## config.mk

```make
export PLATFORM = sky130hd
export DESIGN_NAME = bram_burst_reader
export DESIGN_NICKNAME = d
export VERILOG_FILES = /design/src/rtl/bram_burst_reader.sv
export SDC_FILE = /design/constraint.sdc
export NUM_CORES = 1
export LEC_CHECK = 0
export BUFFER_PORTS_ARGS = -buffer_cell sky130_fd_sc_hd__buf_2
export CAP_MARGIN = 20
export CORE_MARGIN = 5
export CORE_UTILIZATION = 40
export DETAILED_ROUTE_END_ITERATION = 12
export PLACE_DENSITY = 0.65
export SLEW_MARGIN = 25
export SYNTH_ARGS = -nofsm -noshare
export SYNTH_HDL_FRONTEND = slang
export SYNTH_SLANG_ARGS = --single-unit
```

## constraint.sdc

```tcl
create_clock -name clock_i -period 8 [get_ports clock_i]
set_clock_uncertainty 0.1 [all_clocks]
set_input_delay 1.2 -clock clock_i [delete_from_list [all_inputs] [get_ports clock_i]]
set_output_delay 1.2 -clock clock_i [all_outputs]
set_load 0.05 [all_outputs]
```

## src/rtl/bram_burst_reader.sv

```systemverilog
`default_nettype none
// ============================================================================
// bram_burst_reader - BRAM (base,len) burst read master, 2-entry FIFO stream out
// Revision: 1.0
// ============================================================================
module bram_burst_reader #(
    parameter int DATA_WIDTH    = 16,
    parameter int ADDRESS_WIDTH = 11
) (
    input  logic                     clock_i,
    input  logic                     reset_n_i,
    input  logic                     cmd_valid_i,
    output logic                     cmd_ready_o,
    input  logic [ADDRESS_WIDTH-1:0] cmd_base_i,
    input  logic [ADDRESS_WIDTH:0]   cmd_len_i,
    output logic [ADDRESS_WIDTH-1:0] raddr_o,
    output logic                     ren_o,
    input  logic [DATA_WIDTH-1:0]    rdata_i,
    output logic                     out_valid_o,
    input  logic                     out_ready_i,
    output logic [DATA_WIDTH-1:0]    out_data_o,
    output logic                     out_last_o,
    output logic                     done_o
);

    typedef enum logic [1:0] {
        S_IDLE  = 2'd0,
        S_READ  = 2'd1,
        S_DRAIN = 2'd2
    } state_t;

    state_t                   state_q, state_d;
    logic [ADDRESS_WIDTH-1:0] addr_q, addr_d;
    logic [ADDRESS_WIDTH:0]   remaining_q, remaining_d;
    logic [ADDRESS_WIDTH-1:0] raddr_q, raddr_d;
    logic                     inflight_q;
    logic                     last_tag_q, last_tag_d;
    logic                     zero_done_q, zero_done_d;

    logic [DATA_WIDTH-1:0]    fifo_data_q [2];
    logic                     fifo_last_q [2];
    logic                     rd_ptr_q, wr_ptr_q;
    logic [1:0]               count_q;

    logic                     push, pop, issue;
    logic [2:0]               occ;

    assign push        = inflight_q;
    assign out_valid_o = (count_q != 2'd0);
    assign pop         = out_valid_o & out_ready_i;
    assign out_data_o  = fifo_data_q[rd_ptr_q];
    assign out_last_o  = out_valid_o & fifo_last_q[rd_ptr_q];

    // Reads in flight count against FIFO space so a stalled consumer can never overflow it.
    assign occ   = {1'b0, count_q} + {2'b00, inflight_q};
    assign issue = (state_q == S_READ) && ((occ - {2'b00, pop}) < 3'd2);

    assign ren_o   = issue;
    assign raddr_o = issue ? addr_q : raddr_q;
    assign raddr_d = raddr_o;

    always_comb begin
        state_d     = state_q;
        addr_d      = addr_q;
        remaining_d = remaining_q;
        last_tag_d  = 1'b0;
        zero_done_d = 1'b0;
        cmd_ready_o = 1'b0;
        done_o      = zero_done_q;
        case (state_q)
            S_IDLE: begin
                cmd_ready_o = 1'b1;
                if (cmd_valid_i) begin
                    if (cmd_len_i == '0) begin
                        zero_done_d = 1'b1;
                    end else begin
                        addr_d      = cmd_base_i;
                        remaining_d = cmd_len_i;
                        state_d     = S_READ;
                    end
                end
            end
            S_READ: begin
                if (issue) begin
                    addr_d      = addr_q + 1'b1;
                    remaining_d = remaining_q - 1'b1;
                    last_tag_d  = (remaining_q == {{ADDRESS_WIDTH{1'b0}}, 1'b1});
                    if (remaining_q == {{ADDRESS_WIDTH{1'b0}}, 1'b1}) begin
                        state_d = S_DRAIN;
                    end
                end
            end
            S_DRAIN: begin
                if ((count_q == 2'd0) && !inflight_q) begin
                    done_o  = 1'b1;
                    state_d = S_IDLE;
                end
            end
            default: state_d = S_IDLE;
        endcase
    end

    always_ff @(posedge clock_i) begin
        if (!reset_n_i) begin
            state_q     <= S_IDLE;
            addr_q      <= '0;
            remaining_q <= '0;
            raddr_q     <= '0;
            inflight_q  <= 1'b0;
            last_tag_q  <= 1'b0;
            zero_done_q <= 1'b0;
            rd_ptr_q    <= 1'b0;
            wr_ptr_q    <= 1'b0;
            count_q     <= 2'd0;
        end else begin
            state_q     <= state_d;
            addr_q      <= addr_d;
            remaining_q <= remaining_d;
            raddr_q     <= raddr_d;
            inflight_q  <= issue;
            last_tag_q  <= last_tag_d;
            zero_done_q <= zero_done_d;
            if (push) begin
                wr_ptr_q <= ~wr_ptr_q;
            end
            if (pop) begin
                rd_ptr_q <= ~rd_ptr_q;
            end
            count_q <= count_q + {1'b0, push} - {1'b0, pop};
        end
    end

    always_ff @(posedge clock_i) begin
        if (push) begin
            fifo_data_q[wr_ptr_q] <= rdata_i;
            fifo_last_q[wr_ptr_q] <= last_tag_q;
        end
    end

`ifndef SYNTHESIS
    a_fifo_no_overflow: assert property (@(posedge clock_i) disable iff (!reset_n_i)
        !(push && !pop && (count_q == 2'd2)));
`endif

endmodule
`default_nettype wire

```

; ---- Yosys cells after proc, flatten, opt, wreduce, memory -nomap -nowiden
; Memories as Yosys holds them, arrays and structs flattened. A register that Yosys moved wholly into a read port is not among the register bits.
; Cells that the tools add are included.
[totals]
register_bits = 43
ram_bits = 34
input_bits = 43
output_inout_bits = 32
wordCells = 68
n_memories = 2
[classes]
addsub = 6
n_lt_le_gt_ge = 1
eq_ne = 8
n_mux = 25
bitwise_logic = 4
reduce_logical = 12
[mem_list]
columns = memory, words, word_bits, rd, rd_ports_with_merged_regs, write_ports, line_no
row1 = fifo_data_q, 2, 16, 1, 1, 1, 40  ; logic [DATA_WIDTH-1:0] fifo_data_q [2];
row2 = fifo_last_q, 2, 1, 1, 1, 1, 41  ; logic fifo_last_q [2];
[ops]
columns = op, count
row1 = two-way mux 11 bit, 4
row2 = two-way mux 12 bit, 3
row3 = case mux 12 bit (2 select lines), 1
row4 = case mux 11 bit (2 select lines), 1
row5 = "== test 12 x 1 -> 1 bit, second input constant", 1
row6 = logical NOT 12 bit, 1
row7 = "subtractor 12 x 1 -> 12 bit, second input constant", 1
row8 = "adder 11 x 1 -> 11 bit, second input constant", 1
row9 = two-way mux 1 bit, 10
row10 = two-way mux 2 bit, 5
row11 = "inequality test 2 bit, second input constant", 4
row12 = case mux 2 bit (3 select lines), 1
row13 = AND reduction 3 bit, 2
row14 = AND reduction 5 bit, 1
row15 = logical NOT 2 bit, 2
row16 = AND reduction 4 bit, 1
row17 = nonzero test 2 bit, 2
row18 = adder 2 x 1 -> 3 bit, 1
row19 = "less-than comparator 3 x 2 -> 1 bit, second input constant", 1
row20 = subtractor 3 x 1 -> 3 bit, 1
row21 = adder 2 x 1 -> 2 bit, 1
row22 = bitwise AND 1 bit, 2
row23 = "== test 2 x 1 -> 1 bit, second input constant", 1
row24 = "== test 2 bit, second input constant", 1
row25 = 5 further kinds, 7

; ---- Logic depth before layout (Yosys ltp)
[logic_depth]
ltp_word = 7
ltp_mapped = 13
mapped_depth_nobuf = 12

; ---- Least setup slack after synthesis
; No wires, ideal clock.
[synth_timing]
kind = input to output
from = input out_ready_i
to = output raddr_o[2]
arrival_ps = 3244
required_time_ps = 6700
path_slack_ps = 3456
path_stages = 10
n_path_buf = 1
cell_sequence = and2_1 ha_1 inv_1 ha_1 inv_1 fa_1 xnor2_2 nand3_2 buf_2 mux2_2
[synth_via]
elab_chain_len = 5
[synth_rtl]
columns = element, line_no
row1 = start: declaration, 20  ; input logic out_ready_i,
row2 = bitwise AND 1 bit, 50  ; assign pop = out_valid_o & out_ready_i;
row3 = subtractor 3 x 1 -> 3 bit, 56  ; assign issue = (state_q == S_READ) && ((occ - {2'b00, pop}) < 3'd2);
row4 = less-than comparator 3 x 2 -> 1 bit, 56
row5 = logical AND 1 bit, 56
row6 = two-way mux 11 bit, 59  ; assign raddr_o = issue ? addr_q : raddr_q;
row7 = end: declaration, 16  ; output logic [ADDRESS_WIDTH-1:0] raddr_o,
; Every way passes these cells.

; ---- Worst setup path in the final report
[layout_timing]
from = input out_ready_i
to = output raddr_o[0]
[layout_via]
elab_chain_len = 5
[layout_rtl]
columns = element, line_no
row1 = bitwise AND 1 bit, 50
row2 = named net pop, 45  ; logic push, pop, issue;
row3 = subtractor 3 x 1 -> 3 bit, 56
row4 = less-than comparator 3 x 2 -> 1 bit, 56
row5 = logical AND 1 bit, 56
row6 = two-way mux 11 bit, 59
; The timed path passes the listed nets, and every way through them passes these cells.

==> metrics.md <==
| Metric | Value |
|---|---|
| Pwr Density | `309 nW/um2` |
| Top-count cell post-synth | `dfxtp_1` |
| Mapped Area | `3680 um2` |
| Peak Freq | `202 MHz` |
| Final hold vios | `0` |
| Wire per inst | `17.6 um` |
| Antenna-violating nets left | `0` |
| Max-Cap Viols | `0` |
| Clk sinks | `78` |
| R2R cell count | `12` |
| CP Cell Sequence | `buf_2 > and2_1 > ha_1 > inv_1 > ha_1 > inv_1 > fa_1 > xnor2_2 > nand3_2 > mux2_2 > buf_2` |
| Unrepaired setup endpoints after global routing | `false` |
| Gpl congestion | `0.858` |
| P_leak | `1.66 nW` |
| Worst reg2reg startpoint | `count_q[1]$_SDFF_PN0_` |
| CTS Buffer Depth | `2` |
| Final cycle utilization of the critical path | `62.0%` |
| Row count | `35` |
| Synth Instances | `337` |
| # diodes | `0` |
| # setup viols final | `0` |
| Synthesis warning total | `0` |
| Crit-path max FO | `13` |
| Power after layout | `1.33 mW` |
| Actual slew at the worst max-slew pin | `0.894 ns` |
| Drt drc | `0` |
| PostCTS Resize Cnt | `0` |
| Routed via count | `2988` |
| Vias in the first global route | `2984` |
| Worst Hold Class | `register to register` |
| First-pass GRT wire length | `14900 um` |
| Vias per inst | `5.77` |
| CTS root buffer | `clkbuf_8` |
| Mean Syn Cell Area | `10.9 um2` |
| Worst Hold Launch | `last_tag_q$_SDFF_PN0_` |
| Ys async rst share | `0%` |
| Synth top area share | `27.7%` |
| Required @ worst endpoint | `6.70 ns` |
| Crit end category | `output port` |
| Initial core utilization | `40.4%` |
| Final Critical Period | `4.96 ns` |
| Nets | `451` |
| WS Path Type | `input pin to output port` |
| GRT Total Usage | `16.4%` |
| Initial antenna violation count | `0` |
| # IOs | `75` |
| Area of the core | `9110 um2` |
| Layout area overhead | `16.9%` |
| Full die area | `11200 um2` |
| Post-synth EDFFs | `34` |
| Setup TNS | `0 ns` |
| Cts hold-fix bufs | `0` |
| FF-to-FF setup slack | `4.29 ns` |
| Port bufs | `74` |
| Synth cell count leaders | `dfxtp_1 (44), edfxtp_1 (34), mux2_2 (28)` |
| Post-synthesis net count | `386` |
| Worst R2R End | `remaining_q[7]$_SDFFE_PN0P_` |
| Fillers | `867` |
| Total setup buffers inserted after CTS | `0` |
| DRT iter0 DRCs | `150` |
| CTS tree | `built` |
| WP buf/inv | `4` |
| Status | `completed` |
| Die width | `106 um` |
| Congestion Overflow GR | `0` |
| Endpoint of the worst hold path | `fifo_last_q[1]$_DFFE_PP_` |
| Max-slew headroom | `40.2%` |
| Dominant cells by area after synthesis | `edfxtp_1 (28%), dfxtp_1 (24%), mux2_2 (8.6%), and2_1 (2.6%), nor2_1 (2.3%)` |
| Die Y | `106 um` |
| CP max stage delay | `0.40 ns` |
| Slew Viols, Final | `0` |
| Hpwl dp | `6260 um` |
| Count of cell types in the netlist | `55` |
| Max VDD drop | `0.111 mV` |
| Post-Route WL | `9110 um` |
| Critical-path cell with the highest stage delay | `mux2_2` |
| CP arrival | `3.66 ns` |
| Largest area contributor in the netlist | `edfxtp_1` |
| Reg clk slew, reported paths | `0.08 ns` |
| Layout cell share with drive strength beyond 1 | `31.7%` |
| Hold-critical path depth | `0` |
| DRT Pass-1 Iters | `4` |
| Crit start category | `input pin` |
| Latest clock arrival within the worst-skew pair | `0.35 ns` |
| Part of the Yosys area used for sequential elements | `51.7%` |
| Crit path max-delay family | `adder cells` |
| Largest net degree at the start of global routing | `37` |
| Num CTS Buffers | `9` |
| Synthesized flop and latch total | `78` |
| Top FF cell, synth | `dfxtp_1` |
| H-tree depth | `3` |
## sequential cells by signal, summed over array words and instances, names as in the netlist, named ones only
signal       cells
remaining_q     12
fifo_data_q     32
raddr_q         11
last_tag_q       1
rd_ptr_q         1
inflight_q       1
wr_ptr_q         1
count_q          2
addr_q          11
fifo_last_q      2
state_q          2
zero_done_q      1
## logic make-up (layout without fill, tap and decap cells)
logic type / after synthesis / after routing / share of synthesized area, %
and+or+nand+nor: 111 / 111 / 16.2
DFF: 78 / 78 / 51.7
AOI/OAI and AO/OA: 75 / 75 / 16.0
buffers and inverters: 35 / 105 / 4.08
muxes: 29 / 29 / 8.84
adders and majority gates: 6 / 6 / 2.24
xor gates and xnor gates: 3 / 3 / 0.918
## routing by layer
layer  share of wire (%)  routed length [um]  GRT usage, %  vias to the layer above
met5                   0                   0             0                        -
met2                  46                4180          26.1                      112
met4                 1.6                 145          6.66                        0
met3                 6.5                 588          3.83                       11
li1                    -                   -             -                     1422
met1                  46                4200          21.6                     1443
## layout make-up
| class | count | area [um2] | share of cell area (%) |
|---|---|---|---|
| clock buffer | 11 | 141 | 3.29 |
| clock inverter | 5 | 57.6 | 1.34 |
| inverter | 13 | 48.8 | 1.13 |
| multi-input combinational | 224 | 1630 | 37.8 |
| sequential | 78 | 1900 | 44.2 |
| tap | 111 | 139 | 3.23 |
| timing repair buffer | 76 | 385 | 8.96 |
## worst max-delay path by stage
stage | from | to | slack (ns) | cells past startpoint
finish | out_ready_i | raddr_o[0] | 3.04 | 11
global route | out_ready_i | raddr_o[9] | 2.86 | 11
CTS | out_ready_i | raddr_o[0] | 3.00 | 11
detailed placement | out_ready_i | raddr_o[0] | 3.01 | 11
global placement | out_ready_i | raddr_o[1] | 3.10 | 11
floorplan | out_ready_i | raddr_o[2] | 3.46 | 10
## worst reg2reg max path: stages (launching register included)
cell and delay [ns]:
dfxtp_1 0.36, nor2_1 0.17, inv_1 0.10, and2_1 0.19, ha_1 0.27, inv_1 0.06, ha_1 0.14, inv_1 0.05
fa_1 0.40, xnor2_2 0.33, a32o_1 0.58, nand2_1 0.45, o32ai_1 0.43
## cells in the final DEF, fill, tap and decap left out, drive strengths merged, types with 3 or more instances in the layout
master / count
a211oi: 4
a21oi: 8
a311oi: 4
a31oi: 8
a32o: 4
and2: 15
buf: 76
clkbuf: 11
dfxtp: 44
edfxtp: 34
ha: 5
inv: 14
mux2: 28
nand2: 18
nand2b: 4
nand3: 10
nand4: 5
nor2: 23
nor3: 8
nor4: 10
o211a: 3
o21ai: 8
o221a: 3
o22ai: 4
o311ai: 3
o31a: 5
o32ai: 6
or3: 5
or4: 3
xnor2: 3
## through the flow
step                      setup WS [ns]  hold WS [ns]  instance area [um2]  cells  utilization (%)
final                              3.04         0.338                 4300    518             47.2
after global routing               2.86         0.351                 4300    518             47.2
after CTS                          3.00         0.345                 4300    518             47.2
after detailed placement           3.01         0.325                 4100    502             45.0
after global placement             3.10         0.314                 4100    502             45.0
after floorplan                    3.46         0.304                 3680    337                -
## report_power, final
group          total [mW]  internal (mW)  switching (mW)
Sequential          0.534          0.475          0.0587
Clock               0.299          0.153           0.146
Combinational       0.495          0.166           0.329
No activity file was read; power rests on OpenSTA's default activity.
